===== config.mk =====
export PLATFORM = sky130hd
export DESIGN_NAME = rom_burst_arbiter
export DESIGN_NICKNAME = d
export VERILOG_FILES = /design/src/rtl/rom_burst_arbiter.sv
export SDC_FILE = /design/constraint.sdc
export NUM_CORES = 1
export LEC_CHECK = 0
export BUFFER_PORTS_ARGS = -buffer_cell sky130_fd_sc_hd__buf_2
export CORE_MARGIN = 8
export CORE_UTILIZATION = 35
export CTS_CLUSTER_DIAMETER = 120
export DETAILED_ROUTE_END_ITERATION = 10
export PLACE_DENSITY_LB_ADDON = 0.25
export SYNTH_ARGS = -nofsm -noshare
export SYNTH_HDL_FRONTEND = slang
export SYNTH_SLANG_ARGS = --single-unit

===== constraint.sdc =====
create_clock -name clk -period 3.29 [get_ports clk]
set_input_delay 0.658 -clock clk [delete_from_list [all_inputs] [get_ports clk]]
set_output_delay 0.658 -clock clk [all_outputs]
set_load 0.02 [all_outputs]

===== src/rtl/rom_burst_arbiter.sv =====
// Two-requester round-robin arbiter that streams bursts of words out of a shared
// registered ROM, returning each word one cycle after its address is issued.
module rom_burst_arbiter #(
  parameter int WIDTH  = 8,
  parameter int DEPTH  = 256,
  parameter int MAXLEN = 16,
  localparam int ADDRW = $clog2(DEPTH),
  localparam int LENW  = $clog2(MAXLEN + 1)
) (
  input  logic             clk,
  input  logic             rst,
  input  logic [1:0]       req_valid,
  input  logic [ADDRW-1:0] req_addr0,
  input  logic [ADDRW-1:0] req_addr1,
  input  logic [LENW-1:0]  req_len0,
  input  logic [LENW-1:0]  req_len1,
  output logic [1:0]       req_ready,
  output logic [ADDRW-1:0] rom_addr,
  input  logic [WIDTH-1:0] rom_data,
  output logic [1:0]       rsp_valid,
  output logic [WIDTH-1:0] rsp_data,
  output logic             rsp_last,
  output logic             busy
);

  typedef enum logic {IDLE, BURST} state_t;

  state_t           state;
  logic [LENW-1:0]  cnt;
  logic             owner;
  logic             last_grant;
  logic             grant;
  logic             accept;
  logic [ADDRW-1:0] sel_addr;
  logic [LENW-1:0]  sel_len;
  logic [ADDRW-1:0] next_addr;

  // On contention the requester that did not win last time gets the grant.
  always_comb begin
    grant = 1'b0;
    case (req_valid)
      2'b01:   grant = 1'b0;
      2'b10:   grant = 1'b1;
      2'b11:   grant = ~last_grant;
      default: grant = 1'b0;
    endcase
  end

  assign req_ready = (state == IDLE && !rst && req_valid != 2'b00) ?
                     (grant ? 2'b10 : 2'b01) : 2'b00;
  assign accept    = |req_ready;
  assign sel_addr  = grant ? req_addr1 : req_addr0;
  assign sel_len   = grant ? req_len1 : req_len0;
  assign next_addr = (rom_addr == ADDRW'(DEPTH - 1)) ? '0 : rom_addr + 1'b1;

  // rom_addr is loaded with the base on acceptance and only advances between issues,
  // so it naturally holds the last issued address once the burst ends.
  always_ff @(posedge clk or posedge rst) begin
    if (rst) begin
      state      <= IDLE;
      rom_addr   <= '0;
      cnt        <= '0;
      owner      <= 1'b0;
      last_grant <= 1'b1;
      rsp_valid  <= 2'b00;
      rsp_last   <= 1'b0;
    end else begin
      rsp_valid <= (state == BURST) ? (owner ? 2'b10 : 2'b01) : 2'b00;
      rsp_last  <= (state == BURST) && (cnt == LENW'(1));
      case (state)
        IDLE: begin
          if (accept) begin
            last_grant <= grant;
            if (sel_len != '0) begin
              state    <= BURST;
              rom_addr <= sel_addr;
              cnt      <= sel_len;
              owner    <= grant;
            end
          end
        end
        BURST: begin
          if (cnt == LENW'(1)) begin
            state <= IDLE;
            cnt   <= '0;
          end else begin
            cnt      <= cnt - LENW'(1);
            rom_addr <= next_addr;
          end
        end
        default: state <= IDLE;
      endcase
    end
  end

  assign rsp_data = (|rsp_valid) ? rom_data : '0;
  assign busy     = (state == BURST);

endmodule


==> results.md, run 1 <==
* Period utilisation layout at about 74%
* GRT overflow at 0
* Largest net degree at the start of global routing at 20
* CORE AREA at 3910 sq um
* GRT Util Overall at approximately an eighth
* CP Max Fanout at 19
* Worst Tran Pin Value at ~0.72 ns
* Gpl congestion at approximately 0.83
* Setup repair after global routing missed its margin: no
* Setup TNS at 0 ns
* Fmax at approximately 410 MHz
* Initial antenna violation count at 0
* Startpoint class of the critical path: flip-flop
* Maximum vdd ir drop at 0.289 mV
* CTS Root Cell: clkbuf_8
* Lkg Pwr at approximately 0.87 nW
* Crit path from: busy
* Hold Buf Count CTS at 0
* Die footprint at 6220 sq um
* Power per cell area at 850 nW/um^2
* Post-synthesis sequential area ratio at 34.5%
* Skew final at approximately 0.0020 ns
* Postcts setup bufs at 0
* Yosys cell types at 43
* Placed Area at between 1500 and 2000 sq um
* Flop and latch count out of synthesis at 19
* # diodes at 0
* Initial drt markers at 60
* DPL Wire Length at 3220 um
* Status: completed
* DIE HEIGHT at approximately 80 um
* Post-Synthesis Cells at 157
* Die X at ~79 um
* Row Count at 23
* Simple-gate share of the synthesized area at 23.5%
* FF-to-FF setup slack at 0.97 ns
* Endpoints failing hold at 0
* Synthesized Nets at around 200
* R2R cell count at 5
* Crit end category: output port
* Min Tclk post-route at 2.42 ns
* DRC Markers at 0
* Critical Path Sink: req_ready[1]
* Setup WS pre-CTS at 0.658 ns
* Post-Syn Area at 1380 sq um
* CP Class: flip-flop to output port
* Post-synthesis compound-gate area fraction at between 20% and 30%
* Worst-skew pair later-pin latency at 0.25 ns
* Final setup viols at 0
* Total CTS buffers at 3
* Post-synthesis xor/xnor area fraction at 0%
* HP Class: flip-flop to flip-flop
* Final slew viol count at 0
* WL/cell at 15.0 um
* Total of max-cap violations at 0
* Hold_sp: owner
* Synth Area in Adders at 2.71%
* Layout cells sized above 1 at approximately a third
* DR pass1 iterations at 4
* Final wirelength at between 3000 and 4000 um
* CTS tree: done
* Count of input and output buffers at 59
* Slew HR at 51.6%
* Worst-path clk slew at roughly 0.070 ns
* PostCTS Resize Cnt at 0
* Synth Warn # at 0
* Total Nets Final at 258
* Critical path data required time at roughly 2.6 ns
* Htree depth at 1
* Final setup margin at 0.871 ns
* Vias in the first global route at between 1,000 and 1,500
* Layout fillers at about 400
* Vias per cell at between 5 and 6
* Min Hold Slack at 0.496 ns
* CTS max path bufs at 2
* Hold Crit Depth at 1
* I/O pin total at 60
* CTS Sinks at 19
* Antenna violation net count after detailed routing at 0
* Combinational family with the most area after synthesis: compound AO/OA/AOI/OAI gates
* Global-route wire length before repair at 6490 um
* PnR Total Power at 0.00150 W
* CP Data Arrival Time at 1.76 ns
* Average size of a mapped cell at 8.81 sq um
* Design Area, Final at approximately 1800 sq um
* Worst r2r src: last_grant
* Worst r2r dst: rom_addr[7]
* Initial core utilization at 35.3%
* Layout area overhead at 27.7%
* Post-synthesis mux area share at 10.2%
* DR vias at 1,408
layout by cell type (no fill, tap or decap), types with 2 or more instances in the layout:
| cell type | instances |
|---|---|
| a21boi_0 | 3 |
| a21o_1 | 3 |
| a21oi_1 | 7 |
| a22o_1 | 2 |
| a31oi_1 | 5 |
| a32oi_1 | 2 |
| and3_1 | 4 |
| buf_2 | 59 |
| clkbuf_8 | 3 |
| dfrtp_1 | 18 |
| ha_1 | 3 |
| inv_1 | 5 |
| mux2_4 | 4 |
| mux2i_1 | 7 |
| nand2_1 | 14 |
| nand3_1 | 9 |
| nor2_1 | 9 |
| nor2b_1 | 9 |
| nor3_1 | 7 |
| nor4_1 | 2 |
| o21a_1 | 3 |
| o21ai_0 | 10 |
| o221ai_1 | 3 |
| o22a_1 | 3 |
| o31ai_1 | 2 |
| or3_1 | 2 |
state kept, by name (all words and copies together), names as in the netlist:
name	cells
rsp_valid	2
owner	1
rsp_last	1
busy	1
rom_addr	8
cnt	5
last_grant	1
power breakdown:
part           switching, W  total, W  internal, W
sequential         0.000141  0.000489     0.000347
clock             0.0000735  0.000159    0.0000859
combinational      0.000475  0.000853     0.000377
layer usage:
layer  share of wire [%]  wire [um]  GRT usage (%)
met5                   0          0              0
met1                  46       1850           15.6
met3                 8.1        323           3.50
met4                0.43         17           3.33
met2                  45       1800           20.7
through the flow:
stage / util, % / instances
after floorplan: - / 157
after global placement: 44.0 / 262
after detailed placement: 44.0 / 262
after CTS: 45.1 / 266
after global routing: 45.1 / 266
final: 45.1 / 266
how the worst min path moves through the flow:
| stage | end |
|---|---|
| floorplan | rsp_valid[0] |
| global placement | rsp_valid[0] |
| detailed placement | rsp_valid[0] |
| CTS | rsp_valid[0] |
| global route | rsp_valid[0] |
| finish | rsp_valid[0] |
area by class of cell:
type,count,area (sq um),area share [%]
Multi-Input combinational cell,128,860,48.7
Timing Repair Buffer,60,303,17.2
Clock buffer,4,45.0,2.55
Tap cell,50,62.6,3.54
Sequential cell,19,477,27.0
Inverter,5,18.8,1.06
cells in the mapped netlist (all sizes together):
library cell | number | area, sq um
dfrtp | 18 | 450
nand2 | 15 | 63.8
o21ai | 11 | 66.3
nand3 | 9 | 45.0
nor2 | 9 | 33.8
nor2b | 9 | 56.3
a21oi | 7 | 35.0
mux2i | 7 | 70.1
nor3 | 7 | 35.0
a31oi | 5 | 31.3
inv | 5 | 18.8
mux2 | 5 | 71.3
a21boi | 4 | 30.0
and3 | 4 | 25.0
a21o | 3 | 22.5
clkbuf | 3 | 11.3
ha | 3 | 37.5
o21a | 3 | 22.5
o221ai | 3 | 26.3
o22a | 3 | 26.3
a22o | 2 | 17.5
a32oi | 2 | 17.5
buf | 2 | 16.3
nor4 | 2 | 12.5
o31ai | 2 | 15.0
or3 | 2 | 12.5
a211o | 1 | 8.76
a21bo | 1 | 10.0
a32o | 1 | 10.0
and2 | 1 | 6.26
dfstp | 1 | 26.3
nand2b | 1 | 6.26
nand3b | 1 | 7.51
nand4 | 1 | 6.26
nand4b | 1 | 8.76
o22ai | 1 | 6.26
o311a | 1 | 10.0
or2 | 1 | 6.26
critical path, cell delays in order, from the launching register on:
cell	delay, ns
dfrtp_1	0.60
nor2_1	0.22
o21ai_0	0.28
nor2_1	0.21
buf_2	0.19
logic make-up after synthesis:
logic type                 count (synthesis)
adders and majority gates                  3
AOI/OAI and AO/OA                         50
and+or+nand+nor                           63
DFF                                       19
muxes                                     12
buffers and inverters                     10
No activity file was read; power rests on OpenSTA's default activity.
==> run 2, diff against run 1 <==
==> constraint.sdc (replaced) <==
create_clock -name clk -period 2 [get_ports clk]
set_input_delay 0.4 -clock clk [delete_from_list [all_inputs] [get_ports clk]]
set_output_delay 0.4 -clock clk [all_outputs]
set_load 0.02 [all_outputs]
==> results.md, run 2 (synthesis results as in run 1) <==
* FF-to-FF setup slack at 0.09 ns (was 0.97 ns)
* Commonest non-fill, non-tap cell in the layout: buf_2 (unchanged)
* CP dominant cell by count: mux2_4 (was nor2_1)
* Slew HR at 48.9% (was 51.6%)
* Skew final at 0.000661 ns (was 0.00205 ns)
* Count of input and output buffers at 59 (unchanged)
* Fmax at between 500 and 600 MHz
* CP Data Arrival Time at 2.05 ns (was 1.76 ns)
* Setup TNS at 0 ns (unchanged)
* Worst-path clk slew at 0.07 ns (about the same)
* Die X at 78.9 um (unchanged)
* Status: completed (unchanged)
* HP Class: primary input to async pin (was flip-flop to flip-flop)
* Most frequent cells in the layout: buf_2 (59), dfrtp_1 (18), nand2_1 (14) (unchanged)
* DRC Markers at 0 (unchanged)
* Initial drt markers at 120 (was 60)
* Worst r2r src: last_grant (unchanged)
* Min Tclk post-route at 1.91 ns
* DR vias at 1,460 (was 1,408)
* Layout cells sized above 1 at 35.9% (was 33.3%)
* Global-route wire length before repair at 7110 um (was 6490 um)
* Lkg Pwr at 0.897 nW (was 0.868 nW)
* Initial antenna violation count at 0 (unchanged)
* Maximum vdd ir drop at 0.510 mV (was 0.289 mV)
* Hold Buf Count CTS at 0 (unchanged)
* Layout area overhead at 31.8% (was 27.7%)
* Postcts setup bufs at 0 (unchanged)
* R2R cell count at 5 (unchanged)
* CTS Root Cell: clkbuf_8 (unchanged)
* Period utilisation layout at 95.6%
* Startpoint class of the critical path: flip-flop (unchanged)
* Worst r2r dst: rom_addr[7] (unchanged)
* Row Count at 23 (unchanged)
* Crit end category: flip-flop (was output port)
* WL/cell at 15.4 um (was 15.0 um)
* Crit-path slowest cell: dfstp_2 (was dfrtp_1)
* Gpl congestion at 0.813 (was 0.826)
* Endpoints failing hold at 0 (unchanged)
* Min Hold Slack at 0.286 ns (was 0.496 ns)
* Largest net degree at the start of global routing at 20 (unchanged)
* Antenna violation net count after detailed routing at 0 (unchanged)
* CTS tree: done (unchanged)
* Worst-skew pair later-pin latency at 0.25 ns (about the same)
* Final slew viol count at 0 (unchanged)
* Top flop regs: rom_addr (8), cnt (5), rsp_valid (2) (unchanged)
* Most flops, register: rom_addr (unchanged)
* # diodes at 0 (unchanged)
* Final setup margin at 0.0878 ns (was 0.871 ns)
* Setup repair after global routing missed its margin: no (unchanged)
* GRT overflow at 0 (unchanged)
* Worst path max stage delay at 0.55 ns (was 0.60 ns)
* Vias per cell at 5.35 (was 5.29)
* DIE HEIGHT at 78.9 um (unchanged)
* Power per cell area at 1400 nW/um^2 (was 850 nW/um^2)
* CP Max Fanout at 6 (was 19)
* Setup WS pre-CTS at 0.0568 ns (was 0.658 ns)
* Total of max-cap violations at 0 (unchanged)
* CTS Sinks at 19 (unchanged)
* Final setup viols at 0 (unchanged)
* GRT Util Overall at 13.7% (was 12.5%)
* Total CTS buffers at 3 (unchanged)
* PnR Total Power at 0.00255 W (was 0.00150 W)
* Die footprint at 6220 sq um (unchanged)
* DR pass1 iterations at 4 (unchanged)
* Vias in the first global route at 1,508 (was 1,420)
* Final wirelength at 4210 um (was 3990 um)
* Htree depth at 1 (unchanged)
* CP Class: flip-flop to flip-flop (was flip-flop to output port)
* DPL Wire Length at 3390 um (was 3220 um)
* Worst Tran Pin Value at 0.765 ns (was 0.725 ns)
* I/O pin total at 60 (unchanged)
* Critical path data required time at 2.14 ns (was 2.63 ns)
* Initial core utilization at 35.3% (unchanged)
* Cells along the critical path: a21bo_1, mux2_4, o21ai_4, nand2_4, mux2_4 (was nor2_1, o21ai_0, nor2_1, buf_2)
* CTS max path bufs at 2 (unchanged)
* Total Nets Final at 265 (was 258)
* CORE AREA at 3910 sq um (unchanged)
* Final design utilization at 46.5% (was 45.1%)
* Max FFs per register at 8 (unchanged)
-- run 2: cell types whose count changed in the layout (fill, tap and decap cells not counted), sizes merged --
cell  previous run  this run
buf             60        67
-- run 2: critical path: cells and delay by family (launching register included) --
kind / cells / cell delay (ns)
AO/OA/AOI/OAI: 2 / 0.47
AND/OR/NAND/NOR: 1 / 0.11
multiplexers: 2 / 0.67
flip-flops: 1 / 0.55
-- run 2: repair_timing --
item,CTS,global route
setup endpoints to repair,0,1
hold endpoints to repair,0,0
resized for setup,0,1
-- run 2: how the worst max path moves through the flow --
stage,slack [ns],end,startpoint,depth (start not counted)
after floorplan,0.16,rom_addr[0],last_grant,6
after global placement,0.06,rom_addr[0],req_len1[3],6
after detailed placement,0.06,rom_addr[7],req_valid[1],6
after CTS,0.09,rom_addr[2],last_grant,6
after global routing,0.02,req_ready[0],last_grant,4
final,0.09,rom_addr[7],last_grant,5
-- run 2: layout make-up --
type / count / area, sq um
Fill cell: 408 / 2090
Clock buffer: 4 / 45.0
Sequential cell: 19 / 477
Tap cell: 50 / 62.6
Multi-Input combinational cell: 128 / 863
Inverter: 5 / 18.8
Timing Repair Buffer: 67 / 355
-- run 2: power by group --
group	leakage (nW)	internal [W]	switching, W
sequential	0.220	0.000572	0.000203
combinational	0.654	0.000670	0.000844
clock	0.0228	0.000142	0.000124
total	0.897	0.00138	0.00117
-- run 2: metrics by stage --
step / cells / instance area, sq um
after global routing: 273 / 1820
after CTS: 273 / 1820
after floorplan: 157 / 1380
final: 273 / 1820
after detailed placement: 269 / 1770
after global placement: 269 / 1770
-- run 2: per-layer routing --
layer	global-route usage, %	vias to the layer above	wire length, um
met5	0	-	0
met4	3.70	0	36
met3	4.18	4	350
met2	20.7	60	1860
met1	18.5	677	1970
li1	-	719	-
==> run 3, diff against run 2 <==
--- a/config.mk
+++ b/config.mk
@@ -11,6 +11,7 @@
 export CTS_CLUSTER_DIAMETER = 120
 export DETAILED_ROUTE_END_ITERATION = 10
 export PLACE_DENSITY_LB_ADDON = 0.25
+export RECOVER_POWER = 50
 export SYNTH_ARGS = -nofsm -noshare
 export SYNTH_HDL_FRONTEND = slang
 export SYNTH_SLANG_ARGS = --single-unit
==> results.md, run 3 (synthesis results as in run 1) <==
* WL/cell at 15.4 um (about the same)
* Layout cells sized above 1 at 31.8% (was 35.9%)
* Initial drt markers at 97 (was 120)
* Commonest non-fill, non-tap cell in the layout: buf_2 (unchanged)
* Postcts setup bufs at 0 (unchanged)
* Net switching power at 0.00117 W (about the same)
* Startpoint class of the critical path: flip-flop (unchanged)
* Period utilisation layout at 95.7% (was 95.6%)
* Die X at 78.9 um (unchanged)
* CP Max Fanout at 6 (unchanged)
* Layout fillers at 415 (was 408)
* Htree depth at 1 (unchanged)
* CP Class: flip-flop to flip-flop (unchanged)
* Total Nets Final at 265 (unchanged)
* Power per cell area at 1400 nW/um^2 (about the same)
* Most frequent cells in the layout: buf_2 (51), dfrtp_1 (18), nand2_1 (14) (was buf_2 (59), dfrtp_1 (18), nand2_1 (14))
* Vias per cell at 5.32 (was 5.35)
* Final slew viol count at 0 (unchanged)
* CTS Sinks at 19 (unchanged)
* Final setup viols at 0 (unchanged)
* Worst r2r src: last_grant (unchanged)
* CTS tree: done (unchanged)
* Placed Area at 1770 sq um (unchanged)
* Row Count at 23 (unchanged)
* Largest net degree at the start of global routing at 20 (unchanged)
* Switching power share of the total at 46.2% (was 45.8%)
* Global-route wire length before repair at 7110 um (unchanged)
* Layout area overhead at 30.8% (was 31.8%)
* Fmax at 523 MHz (about the same)
* GRT Util Overall at 13.7% (unchanged)
* CP Data Arrival Time at 2.06 ns (was 2.05 ns)
* DR pass1 iterations at 4 (unchanged)
* Logic pwr share at 58.8% (was 59.3%)
* Final wirelength at 4210 um (about the same)
* I/O pin total at 60 (unchanged)
* CORE AREA at 3910 sq um (unchanged)
* Vias in the first global route at 1,508 (unchanged)
* Slew HR at 49.0% (was 48.9%)
* Setup repair after global routing missed its margin: no (unchanged)
* Most flops, register: rom_addr (unchanged)
* Setup TNS at 0 ns (unchanged)
* Die footprint at 6220 sq um (unchanged)
* Count of input and output buffers at 59 (unchanged)
* Critical path data required time at 2.14 ns (about the same)
* CTS Root Cell: clkbuf_8 (unchanged)
* Int Power at 0.00136 W (was 0.00138 W)
* DRC Markers at 0 (unchanged)
* Worst Tran Pin Value at 0.765 ns (about the same)
* HP Class: primary input to async pin (unchanged)
* Total CTS buffers at 3 (unchanged)
* GRT overflow at 0 (unchanged)
* Top flop regs: rom_addr (8), cnt (5), rsp_valid (2) (unchanged)
* Clock share of power at 10.6% (was 10.4%)
* Total of max-cap violations at 0 (unchanged)
* Initial antenna violation count at 0 (unchanged)
* DR vias at 1,453 (was 1,460)
* Worst-skew pair later-pin latency at 0.25 ns (about the same)
* Crit path from: last_grant (unchanged)
* Worst-path clk slew at 0.07 ns (about the same)
* Antenna violation net count after detailed routing at 0 (unchanged)
* DIE HEIGHT at 78.9 um (unchanged)
* Crit end category: flip-flop (unchanged)
* Initial core utilization at 35.3% (unchanged)
* Min Tclk post-route at 1.91 ns (about the same)
* Status: completed (unchanged)
* PnR Total Power at 0.00253 W (was 0.00255 W)
* Lkg Pwr at 0.870 nW (was 0.897 nW)
* DPL Wire Length at 3390 um (unchanged)
* Skew final at 0.00160 ns (was 0.000661 ns)
* Design Area, Final at 1810 sq um (was 1820 sq um)
* Endpoints failing hold at 0 (unchanged)
* Max FFs per register at 8 (unchanged)
* Sequential Power Share at 30.7% (was 30.3%)
* Gpl congestion at 0.813 (unchanged)
* CTS max path bufs at 2 (unchanged)
* Maximum vdd ir drop at 0.509 mV (was 0.510 mV)
* # diodes at 0 (unchanged)
## run 3: stage by stage
stage          hold slack [ns]  utilization, %  std cells  setup slack (ns)
2_1_floorplan            0.350               -        157             0.162
3_3_place_gp             0.491            45.3        269            0.0591
3_5_place_dp             0.488            45.3        269            0.0568
4_1_cts                  0.307            46.5        273            0.0867
5_1_grt                  0.334            46.2        273            0.0157
6_report                 0.284            46.2        273            0.0862
## run 3: routing by layer
layer  GRT usage (%)  share of wire [%]  up-vias
li1                -                  -      719
met1            18.5                 47      679
met2            20.7                 45       51
met3            4.18                7.7        4
met4            3.70               0.85        0
met5               0                  0        -
## run 3: worst paths after layout
path                            slack (ns)  depth (start not counted)      endpoint
max in group asynchronous             1.24                          2        cnt[4]
worst min register to register        0.50                          1  rsp_valid[0]
worst max-delay path                  0.09                          5   rom_addr[7]
min in group clk                      0.50                          1  rsp_valid[0]
worst min-delay path                  0.28                          2   rom_addr[4]
worst max register to register        0.09                          5   rom_addr[7]
## run 3: area by class of cell
type / instances / area, sq um / area share [%]
inverter: 5 / 18.8 / 1.04
multi-input combinational: 128 / 863 / 47.8
tap: 50 / 62.6 / 3.46
timing repair buffer: 67 / 342 / 18.9
clock buffer: 4 / 45.0 / 2.49
sequential: 19 / 477 / 26.4
## run 3: power groups by stage
stage	combinational, W	sequential [W]	clock [W]
2_1_floorplan	0.000957	0.000856	0
3_3_place_gp	0.00151	0.000775	0
3_5_place_dp	0.00151	0.000776	0
4_1_cts	0.00152	0.000771	0.000274
5_1_grt	0.00166	0.000813	0.000294
6_report	0.00148	0.000774	0.000267
## run 3: repair_timing
action	in CTS	in global routing
gates resized for setup	0	1
setup endpoints to repair	0	1
hold buffers	0	0
## run 3: worst max-delay path: stages, from the launching register on
cell and delay, ns:
dfstp_2 0.55, a21bo_1 0.25, mux2_4 0.37, o21ai_4 0.22, nand2_4 0.11, mux2_4 0.30
